$ cat config.mk
export PLATFORM = sky130hd
export DESIGN_NAME = traffic_phase_scheduler_flat
export DESIGN_NICKNAME = d
export VERILOG_FILES = /design/src/rtl/traffic_phase_scheduler_pkg.sv /design/src/rtl/traffic_phase_scheduler_if.sv /design/src/rtl/traffic_tick_gen.sv /design/src/rtl/traffic_phase_scheduler.sv /design/src/flat_wrapper.sv
export SDC_FILE = /design/constraint.sdc
export NUM_CORES = 1
export LEC_CHECK = 0
export CORE_AREA = 4 4 121 65
export CTS_BUF_LIST = sky130_fd_sc_hd__clkbuf_8
export CTS_CLUSTER_DIAMETER = 150
export DETAILED_ROUTE_END_ITERATION = 10
export DIE_AREA = 0 0 125 69
export GPL_TIMING_DRIVEN = 1
export PLACE_DENSITY = 0.57
export RECOVER_POWER = 50
export REMOVE_ABC_BUFFERS = 1
export SETUP_SLACK_MARGIN = 0.5
export SYNTH_ARGS = -nofsm -noshare
export SYNTH_HDL_FRONTEND = slang
export SYNTH_SLANG_ARGS = --single-unit
$ cat constraint.sdc
create_clock -name clk -period 2.24 [get_ports clk]
set_input_delay 0.672 -clock clk [delete_from_list [all_inputs] [get_ports clk]]
set_output_delay 0.672 -clock clk [all_outputs]
set_load 0.005 [all_outputs]
$ cat src/rtl/traffic_phase_scheduler_pkg.sv
// Shared phase encoding and lamp constants for the two-road phase scheduler.
package traffic_phase_scheduler_pkg;

    typedef enum logic [2:0] {
        StInitRed   = 3'd0,
        StPriGreen  = 3'd1,
        StPriYellow = 3'd2,
        StClearA    = 3'd3,
        StSecGreen  = 3'd4,
        StSecYellow = 3'd5,
        StPedWalk   = 3'd6,
        StClearB    = 3'd7
    } phase_e;

    localparam logic [2:0] RED = 3'b100;
    localparam logic [2:0] YEL = 3'b010;
    localparam logic [2:0] GRN = 3'b001;

    function automatic logic [2:0] pri_lamp(phase_e ph);
        case (ph)
            StPriGreen:  return GRN;
            StPriYellow: return YEL;
            default:     return RED;
        endcase
    endfunction

    function automatic logic [2:0] sec_lamp(phase_e ph);
        case (ph)
            StSecGreen:  return GRN;
            StSecYellow: return YEL;
            default:     return RED;
        endcase
    endfunction

endpackage

$ cat src/rtl/traffic_phase_scheduler_if.sv
// Request inputs and lamp/debug outputs of the phase scheduler.
interface traffic_phase_scheduler_if;

    logic       secondaryRoadSensor;
    logic       pedRequest;
    logic [2:0] primaryRoadLight_RYG;
    logic [2:0] secondaryRoadLight_RYG;
    logic       pedWalk;
    logic [2:0] phase;

    modport master (
        output secondaryRoadSensor,
        output pedRequest,
        input  primaryRoadLight_RYG,
        input  secondaryRoadLight_RYG,
        input  pedWalk,
        input  phase
    );

    modport slave (
        input  secondaryRoadSensor,
        input  pedRequest,
        output primaryRoadLight_RYG,
        output secondaryRoadLight_RYG,
        output pedWalk,
        output phase
    );

endinterface

$ cat src/rtl/traffic_tick_gen.sv
// Prescaler producing a one-cycle tick every TICK_DIV clocks; restart realigns it to a state entry.
module traffic_tick_gen #(
    parameter int unsigned TICK_DIV = 10_000_000
) (
    input  logic clk,
    input  logic reset,
    input  logic restart,
    output logic tick
);

    localparam int unsigned CntW = (TICK_DIV > 1) ? $clog2(TICK_DIV) : 1;
    localparam logic [CntW-1:0] CntLast = CntW'(TICK_DIV - 1);

    logic [CntW-1:0] cnt_q, cnt_d;

    assign tick = (cnt_q == CntLast);

    always_comb begin
        cnt_d = cnt_q + 1'b1;
        if (restart || tick) begin
            cnt_d = '0;
        end
    end

    always_ff @(posedge clk or posedge reset) begin
        if (reset) begin
            cnt_q <= '0;
        end else begin
            cnt_q <= cnt_d;
        end
    end

endmodule

$ cat src/rtl/traffic_phase_scheduler.sv
// Sensor-actuated phase FSM: primary road holds green by default and yields to either the
// secondary-road sensor or the pedestrian button, one requester per primary cycle.
module traffic_phase_scheduler
    import traffic_phase_scheduler_pkg::*;
#(
    parameter int unsigned TICK_DIV      = 10_000_000,
    parameter int unsigned MIN_GREEN_PRI = 20,
    parameter int unsigned YELLOW_TICKS  = 3,
    parameter int unsigned ALL_RED_TICKS = 1,
    parameter int unsigned SEC_MIN_TICKS = 5,
    parameter int unsigned SEC_MAX_TICKS = 15,
    parameter int unsigned PED_TICKS     = 8
) (
    input  logic                        clk,
    input  logic                        reset,
    traffic_phase_scheduler_if.slave    bus
);

    localparam logic [7:0] AllRedLast  = 8'(ALL_RED_TICKS - 1);
    localparam logic [7:0] PriMinLast  = 8'(MIN_GREEN_PRI - 1);
    localparam logic [7:0] YellowLast  = 8'(YELLOW_TICKS - 1);
    localparam logic [7:0] SecMinLast  = 8'(SEC_MIN_TICKS - 1);
    localparam logic [7:0] SecMaxLast  = 8'(SEC_MAX_TICKS - 1);
    localparam logic [7:0] PedLast     = 8'(PED_TICKS - 1);

    phase_e     state_q, state_d;
    logic [7:0] t_q, t_d;
    logic       sec_pend_q, sec_pend_d;
    logic       ped_pend_q, ped_pend_d;
    logic       last_served_q, last_served_d;
    logic [2:0] pri_q, pri_d;
    logic [2:0] sec_q, sec_d;
    logic       walk_q, walk_d;
    logic       tick;
    logic       restart;

    traffic_tick_gen #(
        .TICK_DIV(TICK_DIV)
    ) u_tick_gen (
        .clk    (clk),
        .reset  (reset),
        .restart(restart),
        .tick   (tick)
    );

    always_comb begin
        state_d       = state_q;
        last_served_d = last_served_q;
        if (tick) begin
            case (state_q)
                StInitRed:   if (t_q == AllRedLast) state_d = StPriGreen;
                StPriGreen:  if (t_q >= PriMinLast && (sec_pend_q || ped_pend_q)) begin
                    state_d = StPriYellow;
                end
                StPriYellow: if (t_q == YellowLast) state_d = StClearA;
                StClearA: begin
                    if (t_q == AllRedLast) begin
                        // On contention, grant whichever requester was not served last.
                        if (sec_pend_q && (!ped_pend_q || last_served_q)) begin
                            state_d       = StSecGreen;
                            last_served_d = 1'b0;
                        end else if (ped_pend_q) begin
                            state_d       = StPedWalk;
                            last_served_d = 1'b1;
                        end else begin
                            state_d = StPriGreen;
                        end
                    end
                end
                StSecGreen: begin
                    if ((t_q >= SecMinLast && !bus.secondaryRoadSensor) || t_q == SecMaxLast) begin
                        state_d = StSecYellow;
                    end
                end
                StSecYellow: if (t_q == YellowLast) state_d = StClearB;
                StPedWalk:   if (t_q == PedLast) state_d = StClearB;
                StClearB:    if (t_q == AllRedLast) state_d = StPriGreen;
                default:     state_d = StInitRed;
            endcase
        end
    end

    always_comb begin
        restart = (state_d != state_q);

        t_d = t_q;
        if (restart) begin
            t_d = 8'd0;
        end else if (tick && t_q != 8'hFF) begin
            t_d = t_q + 8'd1;
        end

        // Clearing on service entry takes priority over a same-cycle request.
        sec_pend_d = (sec_pend_q || bus.secondaryRoadSensor)
                     && !(restart && state_d == StSecGreen);
        ped_pend_d = (ped_pend_q || bus.pedRequest)
                     && !(restart && state_d == StPedWalk);

        pri_d  = pri_lamp(state_d);
        sec_d  = sec_lamp(state_d);
        walk_d = (state_d == StPedWalk);
    end

    always_ff @(posedge clk or posedge reset) begin
        if (reset) begin
            state_q       <= StInitRed;
            t_q           <= 8'd0;
            sec_pend_q    <= 1'b0;
            ped_pend_q    <= 1'b0;
            last_served_q <= 1'b1;
            pri_q         <= RED;
            sec_q         <= RED;
            walk_q        <= 1'b0;
        end else begin
            state_q       <= state_d;
            t_q           <= t_d;
            sec_pend_q    <= sec_pend_d;
            ped_pend_q    <= ped_pend_d;
            last_served_q <= last_served_d;
            pri_q         <= pri_d;
            sec_q         <= sec_d;
            walk_q        <= walk_d;
        end
    end

    assign bus.primaryRoadLight_RYG   = pri_q;
    assign bus.secondaryRoadLight_RYG = sec_q;
    assign bus.pedWalk                = walk_q;
    assign bus.phase                  = state_q;

endmodule

$ cat src/flat_wrapper.sv
// flat-port wrapper written by rule: the top's interface ports become plain ports
module traffic_phase_scheduler_flat import traffic_phase_scheduler_pkg::*;
#(
    parameter int unsigned TICK_DIV      = 10_000_000,
    parameter int unsigned MIN_GREEN_PRI = 20,
    parameter int unsigned YELLOW_TICKS  = 3,
    parameter int unsigned ALL_RED_TICKS = 1,
    parameter int unsigned SEC_MIN_TICKS = 5,
    parameter int unsigned SEC_MAX_TICKS = 15,
    parameter int unsigned PED_TICKS     = 8
)
  (clk, reset, bus_secondaryRoadSensor, bus_pedRequest, bus_primaryRoadLight_RYG, bus_secondaryRoadLight_RYG, bus_pedWalk, bus_phase);
  traffic_phase_scheduler_if bus_i ();
  input  logic clk;
  input  logic reset;
  input wire logic [$bits(bus_i.secondaryRoadSensor)-1:0] bus_secondaryRoadSensor;
  input wire logic [$bits(bus_i.pedRequest)-1:0] bus_pedRequest;
  output wire logic [$bits(bus_i.primaryRoadLight_RYG)-1:0] bus_primaryRoadLight_RYG;
  output wire logic [$bits(bus_i.secondaryRoadLight_RYG)-1:0] bus_secondaryRoadLight_RYG;
  output wire logic [$bits(bus_i.pedWalk)-1:0] bus_pedWalk;
  output wire logic [$bits(bus_i.phase)-1:0] bus_phase;
  assign bus_i.secondaryRoadSensor = bus_secondaryRoadSensor;
  assign bus_i.pedRequest = bus_pedRequest;
  assign bus_primaryRoadLight_RYG = bus_i.primaryRoadLight_RYG;
  assign bus_secondaryRoadLight_RYG = bus_i.secondaryRoadLight_RYG;
  assign bus_pedWalk = bus_i.pedWalk;
  assign bus_phase = bus_i.phase;
  traffic_phase_scheduler #(.TICK_DIV(TICK_DIV), .MIN_GREEN_PRI(MIN_GREEN_PRI), .YELLOW_TICKS(YELLOW_TICKS), .ALL_RED_TICKS(ALL_RED_TICKS), .SEC_MIN_TICKS(SEC_MIN_TICKS), .SEC_MAX_TICKS(SEC_MAX_TICKS), .PED_TICKS(PED_TICKS)) u_core (.clk(clk), .reset(reset), .bus(bus_i));
endmodule
Word level (Yosys, flattened, before mapping):

Cells that the tools add are included.

* flip-flop bits (word level): 45
* bits in latches: 0
* RAM bits: 0
* ROM bits: 0
* input bits: 4
* output and inout port bits: 10
* word-level logic and storage cells: 73
* memories kept: 0

* add/subtract/negate cells: 2
* $mul: 0
* divide/modulo/power cells: 0
* $lt $le $gt $ge: 2
* equal/unequal tests: 18
* shift-type cells: 0
* multiplexer cells: 18
* bitwise gates (word level): 0
* reductions and logical operators: 24

Operators by type and width (number)
* 2-to-1 mux 3 bit: 10
* adder 24 x 1 -> 24 bit (second input constant): 1
* == test 24 bit (second input constant): 1
* 2-to-1 mux 24 bit: 1
* == test 3 bit (second input constant): 7
* case mux 3 bit (7 select lines): 1
* 2-to-1 mux 8 bit: 2
* case mux 3 bit (2 select lines): 2
* == test 3 x 2 -> 1 bit (second input constant): 3
* adder 8 x 1 -> 8 bit (second input constant): 1
* == test 8 x 2 -> 1 bit (second input constant): 1
* == test 8 x 3 -> 1 bit (second input constant): 1
* == test 8 x 4 -> 1 bit (second input constant): 1
* >= comparator 8 x 3 -> 1 bit (second input constant): 1
* >= comparator 8 x 5 -> 1 bit (second input constant): 1
* logical AND 1 bit: 8
* zero test 8 bit: 1
* inequality test 8 bit (second input constant): 1
* == test 3 x 1 -> 1 bit (second input constant): 2
* logical OR 1 bit: 6
* zero test 1 bit: 4
* AND reduction 4 bit: 1
* nonzero test 2 bit: 2
* zero test 3 bit: 1
* other kinds (3): 4

Logic depth before layout (Yosys ltp):

Gate-level depths: netlist of the first run.

* depth after elaboration: 11
* depth in mapped cells: 9
* gate-level depth less buffers: 9

Cells and area by module:

A second synthesis of the first run with hierarchy kept.

* cells, all modules: 244
* area, all modules: 2449.8 µm²

By module, submodules not included
* traffic_tick_gen: instances 1, cells each 131, area an instance 1228.7 µm², seq. area each 600.6 µm²
* traffic_phase_scheduler: instances 1, cells each 113, area an instance 1221.2 µm², seq. area each 529.3 µm²

Worst setup path after synthesis of the first run:

No wires, ideal clock.

* path type: register to register
* start point: register u_core.t_q[0]
* end point: register u_core.sec_pend_q
* library setup time: 0.134 ns
* data arrival time: 2.079 ns
* data required time: 2.106 ns
* slack: 0.027 ns
* stages on the path, launching flop included: 9
* buffers on the path: 0
* period minus slack after synthesis: 2.213 ns
* cell sequence: dfrtp_1 -> ha_1 -> and4_1 -> o311a_2 -> a31oi_1 -> o32a_2 -> inv_2 -> a211oi_2 -> a21oi_2

* word-level cells in the longest chain between the ends: 10
* elaborated cells between the ends (all ways): 23
* those cells by class: 2 x order compare; 5 x eq/ne; 9 x mux; 7 x reduce/logical

Ends and longest elaborated chain
* start: declaration: line traffic_phase_scheduler.sv:27 `logic [7:0] t_q, t_d;`
* start signal: assignment: line traffic_phase_scheduler.sv:116 `t_q <= t_d;`
* >= comparator 8 x 3 -> 1 bit: line traffic_phase_scheduler.sv:71 `if ((t_q >= SecMinLast && !bus.secondaryRoadSensor) || t_q == SecMaxLast) begin`
* logical AND 1 bit: line traffic_phase_scheduler.sv:71
* logical OR 1 bit: line traffic_phase_scheduler.sv:71
* 2-to-1 mux 3 bit: line traffic_phase_scheduler.sv:71
* case mux 3 bit (7 select lines) (*): line traffic_phase_scheduler.sv:50 `case (state_q)`
* 2-to-1 mux 3 bit (*): line traffic_phase_scheduler.sv:49 `if (tick) begin`
* via u_core.state_d[0]: line traffic_phase_scheduler.sv:26 `phase_e state_q, state_d;`
* inequality test 3 bit / == test 3 bit (equally long branches): line traffic_phase_scheduler.sv:84, traffic_phase_scheduler.sv:95
* logical AND 1 bit (*): line traffic_phase_scheduler.sv:95 `&& !(restart && state_d == StSecGreen);`
* zero test 1 bit (*): line traffic_phase_scheduler.sv:95
* logical AND 1 bit (*): line traffic_phase_scheduler.sv:95
* via u_core.sec_pend_d: line traffic_phase_scheduler.sv:28 `logic sec_pend_q, sec_pend_d;`
* end signal: assignment: line traffic_phase_scheduler.sv:117 `sec_pend_q <= sec_pend_d;`
* end: declaration: line traffic_phase_scheduler.sv:28

Mark *: on every way through the listed nets, which the timed path passes. The rest lies on a longest branch.
A chain may end at the register's enable or synchronous reset.

Worst setup path in the final report of the first run:

* start point: register u_core.state_q[0], in the netlist u_core.bus.phase[0]
* end point: output port bus_phase[0]

RTL lines
* start: declaration: line traffic_phase_scheduler.sv:26
* start signal: assignment: line traffic_phase_scheduler.sv:106 `state_q <= StInitRed;`
* start signal: assignment: line traffic_phase_scheduler.sv:115 `state_q <= state_d;`
* end: declaration: line flat_wrapper.sv:21 `output wire logic [$bits(bus_i.phase)-1:0] bus_phase;`

No word-level cell between the ends.

==> impl_metrics.toml, run 1 <==
[worst_setup_path]
critPathLaunchType = "register"
critPathKind = "reg -> out"
path_delay_family = "flip-flops"
crit_chain = "clkdlybuf4s50_1"
worst-path-max-fanout = 9
cp_slowest_cell = "dfrtp_1"
endpoint_kind = "output port"
r2r-start = "u_core.t_q[1]"
cp.arrival_ns = 1.48
startpoint = "u_core.bus.phase[0]"
path_buf_inv = 1
cpPeakStageDelay_ns = 0.59
critical_path_required_ns = 1.57

[drt]
viasPerCell = 5.12
routed_wl_um = 6010
ant_nets = 0
wl_per_cell_um = 15.5
route.vias.total = 1986
drc = 0
drt_iter0_markers = 92
dr.pass1.iters = 4

[yosys]
ys_seq_area_share_pct = 48.1
yosys.cell_types.count = 54
syn-cell-area_um2 = 2350
yosysWarnings = 0
synthFlopType = "dfrtp_1"
synth_seq_cells = 45
syn-mean-instance-area_um2 = 10.3
synthArstFlopShare_pct = 100
synth_cells = 228
synth_edf_count = 0

[placed_design]
pre_cts_slack_ns = -0.290
dpl_cell_area_um2 = 2740
dp_hpwl_um = 3600
gp_congestion = 0.839
port_buffers = 13

[global_route]
grt_usage_pct = 14.0
grt_start_max_net_pins = 34
antenna_found_initial = 0
grt_pass1_wl_um = 9800
grt-ovfl-total = 0
first_global_vias = 1969

[final_layout]
antennaDiodeCount = 0
final_cell_mix = "40 x dfrtp_1, 36 x buf_4, 31 x nor2_1"
layout-drive-gt1-share_pct = 39.5
layout.nets = 303
final_common_cell = "dfrtp_1"
final_area_um2 = 3380
area.growth.synth_to_final_pct = 43.7

[power_and_ir_drop]
p_per_area_nw_per_um2 = 410
power_uw = 1390
ir_drop_v = 0.000224
leakagePower_uw = 0.00150

[clock_tree]
path_clk_slew_ns = 0.09
cts_hold_buf = 0
worst_skew_pair.late_latency_ns = 0.31
tritoncts = "done"
cts.htree.levels = 2
clockBufferDepth = 2
root_buffer = "clkbuf_8"
cts.sinks = 45
cts_buffers = 5

[floorplan]
die_h_um = 69
fp-row-count = 21
dieArea_um2 = 8630
initial_core_util_pct = 35.2
core_area_um2 = 6670
io-pin-count = 14
die_x_um = 125

[sta]
drv_slew = 0
slew_headroom_pct = 43.7
skew_ns = 0.00520
setup_slack_ns = 0.0869
rsz0062_at_grt = "yes"
hold_viol_final = 0
fmax_mhz = 464
setup_viol = 0
min_period_ns = 2.15
tightest_slew_ns = 0.845
fin_crit_sh_pct = 96.1

[hold_path]
min_from = "u_core.u_tick_gen.cnt_q[6]"
hold_path.class = "reg -> reg"

[job]
timing.max_cap.violations = 0

[run_status]
status = "finished clean"
## power by group
group          leakage [µW]  internal (µW)  total (µW)       switching, µW
Clock             0.0000512            250         550                 299
Combinational      0.000867           5.70        23.6                17.9
Sequential         0.000580            812         812  0.0000000000000700
## metal layers
layer	GRT usage, %	vias up	share of wire (%)
met5	0	-	0
met4	6.25	0	3.3
met3	2.47	20	1.8
met2	22.1	31	47
met1	18.9	994	47
li1	-	941	-
## path summary, 6_finish.rpt
path                                         endpoint  slack (ns)  depth (start not counted)
setup / recovery                         bus_phase[0]        0.09                          1
max in group asynchronous               u_core.t_q[5]        0.33                          3
min in group asynchronous  u_core.u_tick_gen.cnt_q[4]        0.75                          2
setup reg to reg                    u_core.sec_pend_q        0.11                          9
hold reg to reg            u_core.u_tick_gen.cnt_q[6]        0.50                          1
hold / removal             u_core.u_tick_gen.cnt_q[6]        0.50                          1
## logic make-up after synthesis
family,after synthesis,share of synthesized area [%]
compound gates,23,7.83
xor+xnor,29,10.8
fa+ha+maj,4,2.13
buf+inv,13,2.40
flops,45,48.1
mux,4,1.92
simple gates,110,26.8
## stage by stage
stage          util (%)  TNS, ns  hold WS (ns)  instances
2_1_floorplan         -  -0.0269         0.452        222
3_3_place_gp       41.1   -0.794         0.474        349
3_5_place_dp       41.1    -1.09         0.480        349
4_1_cts            48.4        0         0.495        380
5_1_grt            50.6        0         0.529        388
6_report           50.6        0         0.498        388
## state kept, by name (all words and copies together), names as in the netlist
register	flops
u_core.u_tick_gen.cnt_q	24
u_core.t_q	8
u_core.bus.phase	3
u_core.bus.primaryRoadLight_RYG	3
u_core.bus.secondaryRoadLight_RYG	3
u_core.bus.pedWalk	1
u_core.last_served_q	1
u_core.ped_pend_q	1
u_core.sec_pend_q	1
## synthesized netlist by cell type, drive strengths merged (2+ instances only)
cell / instances / area share (%)
xor2: 13 / 4.8
xnor2: 16 / 6.0
ha: 4 / 2.1
o21ai: 3 / 0.64
or2: 2 / 0.53
a21oi: 5 / 1.4
nor3: 6 / 1.5
o31ai: 2 / 0.64
buf: 4 / 0.96
and2: 5 / 1.3
nand2: 14 / 2.2
nor4: 7 / 3.4
and4: 4 / 1.5
a21o: 2 / 0.69
and3: 6 / 1.7
nand3: 14 / 3.2
nand3b: 2 / 0.64
mux2i: 3 / 1.3
a31oi: 2 / 0.53
clkbuf: 2 / 0.32
dfstp: 3 / 3.4
nand4: 10 / 2.9
inv: 7 / 1.1
and4bb: 2 / 1.1
nor2: 34 / 5.4
dfrtp: 42 / 45
## layout make-up
| type | instances | area, µm² |
|---|---|---|
| well taps | 92 | 115 |
| flip-flops and latches | 45 | 1130 |
| repair buffers | 66 | 554 |
| multi-input cells | 170 | 1450 |
| inverters | 7 | 31.3 |
| clock inverters | 2 | 13.8 |
| clock buffers | 6 | 82.6 |
| fillers | 590 | 3300 |
## timing repair
action / CTS / global route
pin swaps: 21 / 13
endpoints found under the setup margin: 34 / 43
setup buffers: 23 / 8
resized for setup: 59 / 25
cloned: 0 / 0
## worst register-to-register path, delay by kind of cell (launching register included)
kind	cells	cell delay, ns
compound gates	5	1.11
buf+inv	2	0.20
simple gates	1	0.16
flops	1	0.41
fa+ha+maj	1	0.15
Note: power is estimated with default switching activity, not from simulation.
==> inputs of run 2 (changes only) <==
- ABC_AREA: not set -> 1
- CAP_MARGIN: not set -> 20
- CORE_AREA: 4 4 121 65 -> 4 4 126 68
- DIE_AREA: 0 0 125 69 -> 0 0 130 72
- REMOVE_ABC_BUFFERS: 1 -> not set
==> run 2 against run 1 <==
Compared with the run above: global-route usage is essentially flat; combinational power down 7%; fmax up 8.9%; power increased by 1.0%; sequential power is essentially flat; critical endpoint is now u_core.sec_pend_q; synthesized cell count grew 39%; final area decreased by 1.3%; core utilization shrank 6.7 points; setup slack gained 0.18 ns; via count grew 9.2%; routed wire length up 3.8%.
==> impl_metrics.toml, run 2 <==
[clock_tree]
worst_skew_pair.late_latency_ns = 0.31
root_buffer = "clkbuf_8"
cts.htree.levels = 2
clockBufferDepth = 2
path_clk_slew_ns = 0.10
cts_hold_buf = 0
cts.sinks = 45
tritoncts = "done"
cts_buffers = 5

[job]
timing.max_cap.violations = 0

[power_and_ir_drop]
leakagePower_uw = 0.00163
power_uw = 1400
ir_drop_v = 0.000190
p_per_area_nw_per_um2 = 420

[final_layout]
final_common_cell = "nand2_1"
top_register = "u_core.u_tick_gen.cnt_q"
final_cell_mix = "45 x nand2_1, 44 x inv_1, 37 x dfrtp_1"
antennaDiodeCount = 0
largest_reg_flops = 24
area.growth.synth_to_final_pct = 30.2
layout-drive-gt1-share_pct = 31.3
reg_top3 = "u_core.u_tick_gen.cnt_q: 24 flops, u_core.t_q: 8 flops"
final_area_um2 = 3330
layout.nets = 375

[global_route]
antenna_found_initial = 0
grt_usage_pct = 14.0
grt_start_max_net_pins = 46
grt-ovfl-total = 0
grt_pass1_wl_um = 10300
first_global_vias = 2049

[worst_setup_path]
r2r-start = "u_core.u_tick_gen.cnt_q[1]"
ff2ff_setup_slack_ns = 0.26
r2r_cells = 12
critical_path_required_ns = 2.49
critPathLaunchType = "register"
startpoint = "u_core.u_tick_gen.cnt_q[1]"
cp.arrival_ns = 2.23
critPathKind = "reg -> reg"
worst-path-max-fanout = 6
endpoint_kind = "register"
timing.rr.end = "u_core.sec_pend_q"

[sta]
fmax_mhz = 506
setup_slack_ns = 0.263
slew_headroom_pct = 25.2
skew_ns = 0.0117
tightest_slew_ns = 1.12
setup-tns-final_ns = 0
rsz0062_at_grt = "yes"
setup_viol = 0
drv_slew = 0
min_period_ns = 1.98
hold_viol_final = 0
fin_crit_sh_pct = 88.3

[floorplan]
io-pin-count = 14
dieArea_um2 = 9360
die_x_um = 130
core_area_um2 = 7600
initial_core_util_pct = 33.7
fp-row-count = 23
die_h_um = 72

[hold_path]
hold_depth = 2
min_from = "u_core.last_served_q"
holdPathEnd = "u_core.last_served_q"
hold_path.class = "reg -> reg"

[drt]
wl_per_cell_um = 13.3
drc = 0
routed_wl_um = 6240
drt_iter0_markers = 130
ant_nets = 0
dr.pass1.iters = 4
viasPerCell = 4.63
route.vias.total = 2169

[yosys]
synth_simple_gate_area_share_pct = 33.4
syn-mean-instance-area_um2 = 8.05
synth_cells = 318
muxShareOfSynthArea_pct = 0
yosys.cell_types.count = 36
synth_most_common_cell = "nand2_1"
ys_top_cells_by_count = "54 x nand2_1, 48 x nor2_1, 47 x inv_1"
synth_fa_ha_area_share_pct = 1.96
synth-compound-area-share_pct = 5.62
yosysWarnings = 0
synth_xor_area_share_pct = 6.85
synth_top_family_by_area = "simple AND/OR/NAND/NOR gates"
synthesis.nets = 326
synth.area.top_cells = "dfrtp_1 41%, nand2_1 7.9%, nor2_1 7.0%"
synth_seq_cells = 45
syn-cell-area_um2 = 2560
yosysTopAreaCellShare_pct = 41.1
synth_edf_count = 0
ys_seq_area_share_pct = 44.2
synthFlopType = "dfrtp_1"
yosysTopAreaCell = "dfrtp_1"
synthArstFlopShare_pct = 100

[placed_design]
gp_congestion = 0.847
pre_cts_slack_ns = 0.0974
dp_hpwl_um = 4320
port_buffers = 13
dpl_cell_area_um2 = 2850

[run_status]
status = "finished clean"
-- run 2: final cells by class --
type | count | area, µm²
sequential | 45 | 1140
clock inverter | 2 | 17.5
inverter | 51 | 194
timing repair buffer | 44 | 352
clock buffer | 6 | 82.6
multi-input combinational | 220 | 1430
fill | 791 | 4270
tap | 100 | 125
-- run 2: metal layers --
metal / track usage (%) / share of wire (%) / routed length [µm]
met3: 3.68 / 3.9 / 245
met4: 2.76 / 0.91 / 57
met1: 23.6 / 59 / 3660
met2: 17.2 / 36 / 2270
met5: 0 / 0 / 0
-- run 2: critical path, cell delays in order, from the launching register on --
cell	delay (ns)
dfrtp_1	0.36
ha_1	0.19
nand3_1	0.18
nor3_4	0.21
buf_6	0.14
nand3_4	0.13
nor2_4	0.16
nand2_4	0.09
nand2_4	0.08
nand2_2	0.07
nand2_4	0.11
nand2_8	0.08
a21oi_2	0.13
-- run 2: how the worst max path moves through the flow --
stage | endpoint | slack [ns] | depth (start not counted)
2_1_floorplan | u_core.u_tick_gen.cnt_q[22] | 0.47 | 9
3_3_place_gp | u_core.sec_pend_q | 0.12 | 11
3_5_place_dp | u_core.t_q[6] | 0.1 | 11
4_1_cts | u_core.sec_pend_q | 0.31 | 12
5_1_grt | u_core.sec_pend_q | 0.14 | 12
6_report | u_core.sec_pend_q | 0.26 | 12
-- run 2: power breakdown --
group	switching [µW]	total, µW	internal, µW
sequential	0.000000000000124	812	812
clock	309	565	257
combinational	16.5	22.0	5.51
-- run 2: cells by family (layout without fill, tap and decap cells) --
| logic type | after synthesis | in the layout |
|---|---|---|
| and+or+nand+nor | 172 | 173 |
| buffers and inverters | 54 | 103 |
| xor gates and xnor gates | 20 | 20 |
| adders and majority gates | 4 | 4 |
| DFF | 45 | 45 |
| AOI/OAI and AO/OA | 23 | 23 |
-- run 2: per-stage QoR --
step / std cells / hold WS, ns / util, %
CTS: 458 / 0.497 / 41.8
detailed placement: 433 / 0.462 / 37.5
global route: 468 / 0.509 / 43.9
finish: 468 / 0.481 / 43.9
global placement: 433 / 0.447 / 37.5
floorplan: 318 / 0.433 / -
-- run 2: what timing repair did --
item,4_1_cts,5_1_grt
setup endpoints to repair,38,43
gates resized for setup,36,44
pin swaps,15,21
buffers inserted,16,10
gates cloned,1,0
==> inputs of run 3 (changes only) <==
- CORE_AREA: 4 4 126 68 -> 2 2 124 66
- DIE_AREA: 0 0 130 72 -> 0 0 126 68
- RECOVER_POWER: 50 -> 100
- clock period: 2.24 -> 1.7 ns (I/O delays scaled with it)
==> run 3 against run 2 <==
Compared with the run above: the run now ends with setup timing left; sequential power grew 32%; fmax grew 2.1%; power grew 32%; routed wire length rose by 16%; combinational power increased by 41%; final cell count increased by 13%; global-route usage increased by 3.0 points; critical path type unchanged; largest power group unchanged.
==> impl_metrics.toml, run 3 (synthesis gave the netlist of run 2 again) <==
[worst_setup_path]
endpoint_kind = "register"
r2r_cells = 11
worst-path-max-fanout = 5
cp_slowest_cell = "dfrtp_1"
critical_path_required_ns = 1.96
crit_chain = "ha_4 > nand3_4 > nor3_4 > nand3_4 > nor2_2 > nand2_2 > nand2_2 > nand2_1 > nand2_2 > nand2_4 > a21oi_2"
cpMostUsedCell = "nand2_2"
startpoint = "u_core.u_tick_gen.cnt_q[0]"
path_buf_inv = 0
critPathKind = "reg -> reg"
cpPeakStageDelay_ns = 0.42
path_delay_family = "simple AND/OR/NAND/NOR gates"
r2r-start = "u_core.u_tick_gen.cnt_q[0]"
worst-path-stages = 11
cp.arrival_ns = 2.20
critPathLaunchType = "register"

[sta]
setup-tns-final_ns = -5.63
fmax_mhz = 516
setup_slack_ns = -0.237
fin_crit_sh_pct = 114
skew_ns = 0.00745
setup_viol = 34
hold_viol_final = 0
slew_headroom_pct = 56.4
min_period_ns = 1.94
drv_slew = 0
tightest_slew_ns = 0.654
rsz0062_at_grt = "yes"

[clock_tree]
clockBufferDepth = 2
cts_buffers = 5
path_clk_slew_ns = 0.10
root_buffer = "clkbuf_8"
worst_skew_pair.late_latency_ns = 0.32
cts.htree.levels = 2
cts_hold_buf = 0
cts.sinks = 45
tritoncts = "done"

[global_route]
grt_pass1_wl_um = 11100
grt_usage_pct = 17.0
antenna_found_initial = 0
grt.met1_usage_pct = 27.3
grtUsageMet3_pct = 4.77
first_global_vias = 2148
grt_start_max_net_pins = 46
grt_util_met2_pct = 21.2
top_usage_layer = "met1"
grt-ovfl-total = 0

[power_and_ir_drop]
leakagePower_uw = 0.00186
p_per_area_nw_per_um2 = 476
ir_drop_v = 0.000228

[floorplan]
fp-row-count = 23
core_area_um2 = 7600
initial_core_util_pct = 33.7
die_h_um = 68
dieArea_um2 = 8570
io-pin-count = 14
die_x_um = 126

[final_layout]
layout-drive-gt1-share_pct = 43.7
stdcell_count = 530
layout.nets = 437
area.growth.synth_to_final_pct = 51.4
final_cell_mix = "82 x buf_4, 44 x nand2_1, 41 x inv_1"
largest_reg_flops = 24
top_register = "u_core.u_tick_gen.cnt_q"
final_common_cell = "buf_4"
antennaDiodeCount = 0
reg_top3 = "u_core.u_tick_gen.cnt_q: 24 flops, u_core.t_q: 8 flops"
fillerInstances = 733
final_area_um2 = 3870

[drt]
viasPerCell = 4.54
ant_nets = 0
wl_per_cell_um = 13.6
drt_iter0_markers = 151
route.vias.total = 2408
dr.pass1.iters = 4
drc = 0
routed_wl_um = 7220

[job]
timing.max_cap.violations = 0

[placed_design]
dpl_cell_area_um2 = 3360
dp.cells = 494
dp_hpwl_um = 4900
gp_congestion = 0.835
port_buffers = 13

[run_status]
violations = "setup timing"
status = "finished, violations left"

[hold_path]
hold_depth = 2
min_from = "u_core.last_served_q"
hold_path.class = "reg -> reg"
## run 3: per-stage QoR
| step | hold WS, ns | worst slack (ns) | util (%) | power (µW) |
|---|---|---|---|---|
| final | 0.487 | -0.237 | 51.0 | 1840 |
| after global routing | 0.504 | -0.377 | 51.0 | 1910 |
| after global placement | 0.462 | -0.265 | 44.3 | 1130 |
| after detailed placement | 0.469 | -0.283 | 44.3 | 1130 |
| after CTS | 0.484 | -0.187 | 49.7 | 1870 |
| after floorplan | 0.434 | -0.0130 | - | 1110 |
## run 3: cell type report
| cell class | instances | area, µm² | share of cell area, % |
|---|---|---|---|
| Inverter | 51 | 206 | 5.33 |
| Sequential cell | 45 | 1130 | 29.2 |
| Clock buffer | 5 | 68.8 | 1.78 |
| Multi-Input combinational cell | 220 | 1500 | 38.8 |
| Tap cell | 100 | 125 | 3.23 |
| Timing Repair Buffer | 106 | 813 | 21.0 |
| Clock inverter | 3 | 25.0 | 0.646 |
## run 3: repair_timing
action,4_1_cts,5_1_grt
gates resized for setup,85,28
endpoints found under the setup margin,53,54
pin swaps,19,28
gates cloned,1,0
setup buffers,21,6
## run 3: layer usage
metal / wire [µm] / vias up
li1: - / 1231
met4: 76 / 0
met3: 300 / 8
met2: 2730 / 44
met1: 4110 / 1125
met5: 0 / -
## run 3: where the power goes
part | switching (µW) | internal (µW) | total [µW]
sequential | 0.000000000000159 | 1070 | 1070
clock | 442 | 301 | 743
combinational | 23.4 | 7.68 | 31.1
## run 3: worst register-to-register path, delay by kind of cell, from the launching register on
family,cells,cell delay (ns)
and+or+nand+nor,9,1.18
DFF,1,0.42
adders and majority gates,1,0.17
AOI/OAI and AO/OA,1,0.12
## run 3: final timing paths
| path | slack, ns | to |
|---|---|---|
| hold / removal | 0.49 | u_core.last_served_q |
| min in group asynchronous | 0.88 | u_core.u_tick_gen.cnt_q[9] |
| max in group asynchronous | 0.35 | u_core.bus.phase[0] |
| setup reg to reg | -0.24 | u_core.sec_pend_q |
| setup / recovery | -0.24 | u_core.sec_pend_q |
| hold reg to reg | 0.49 | u_core.last_served_q |
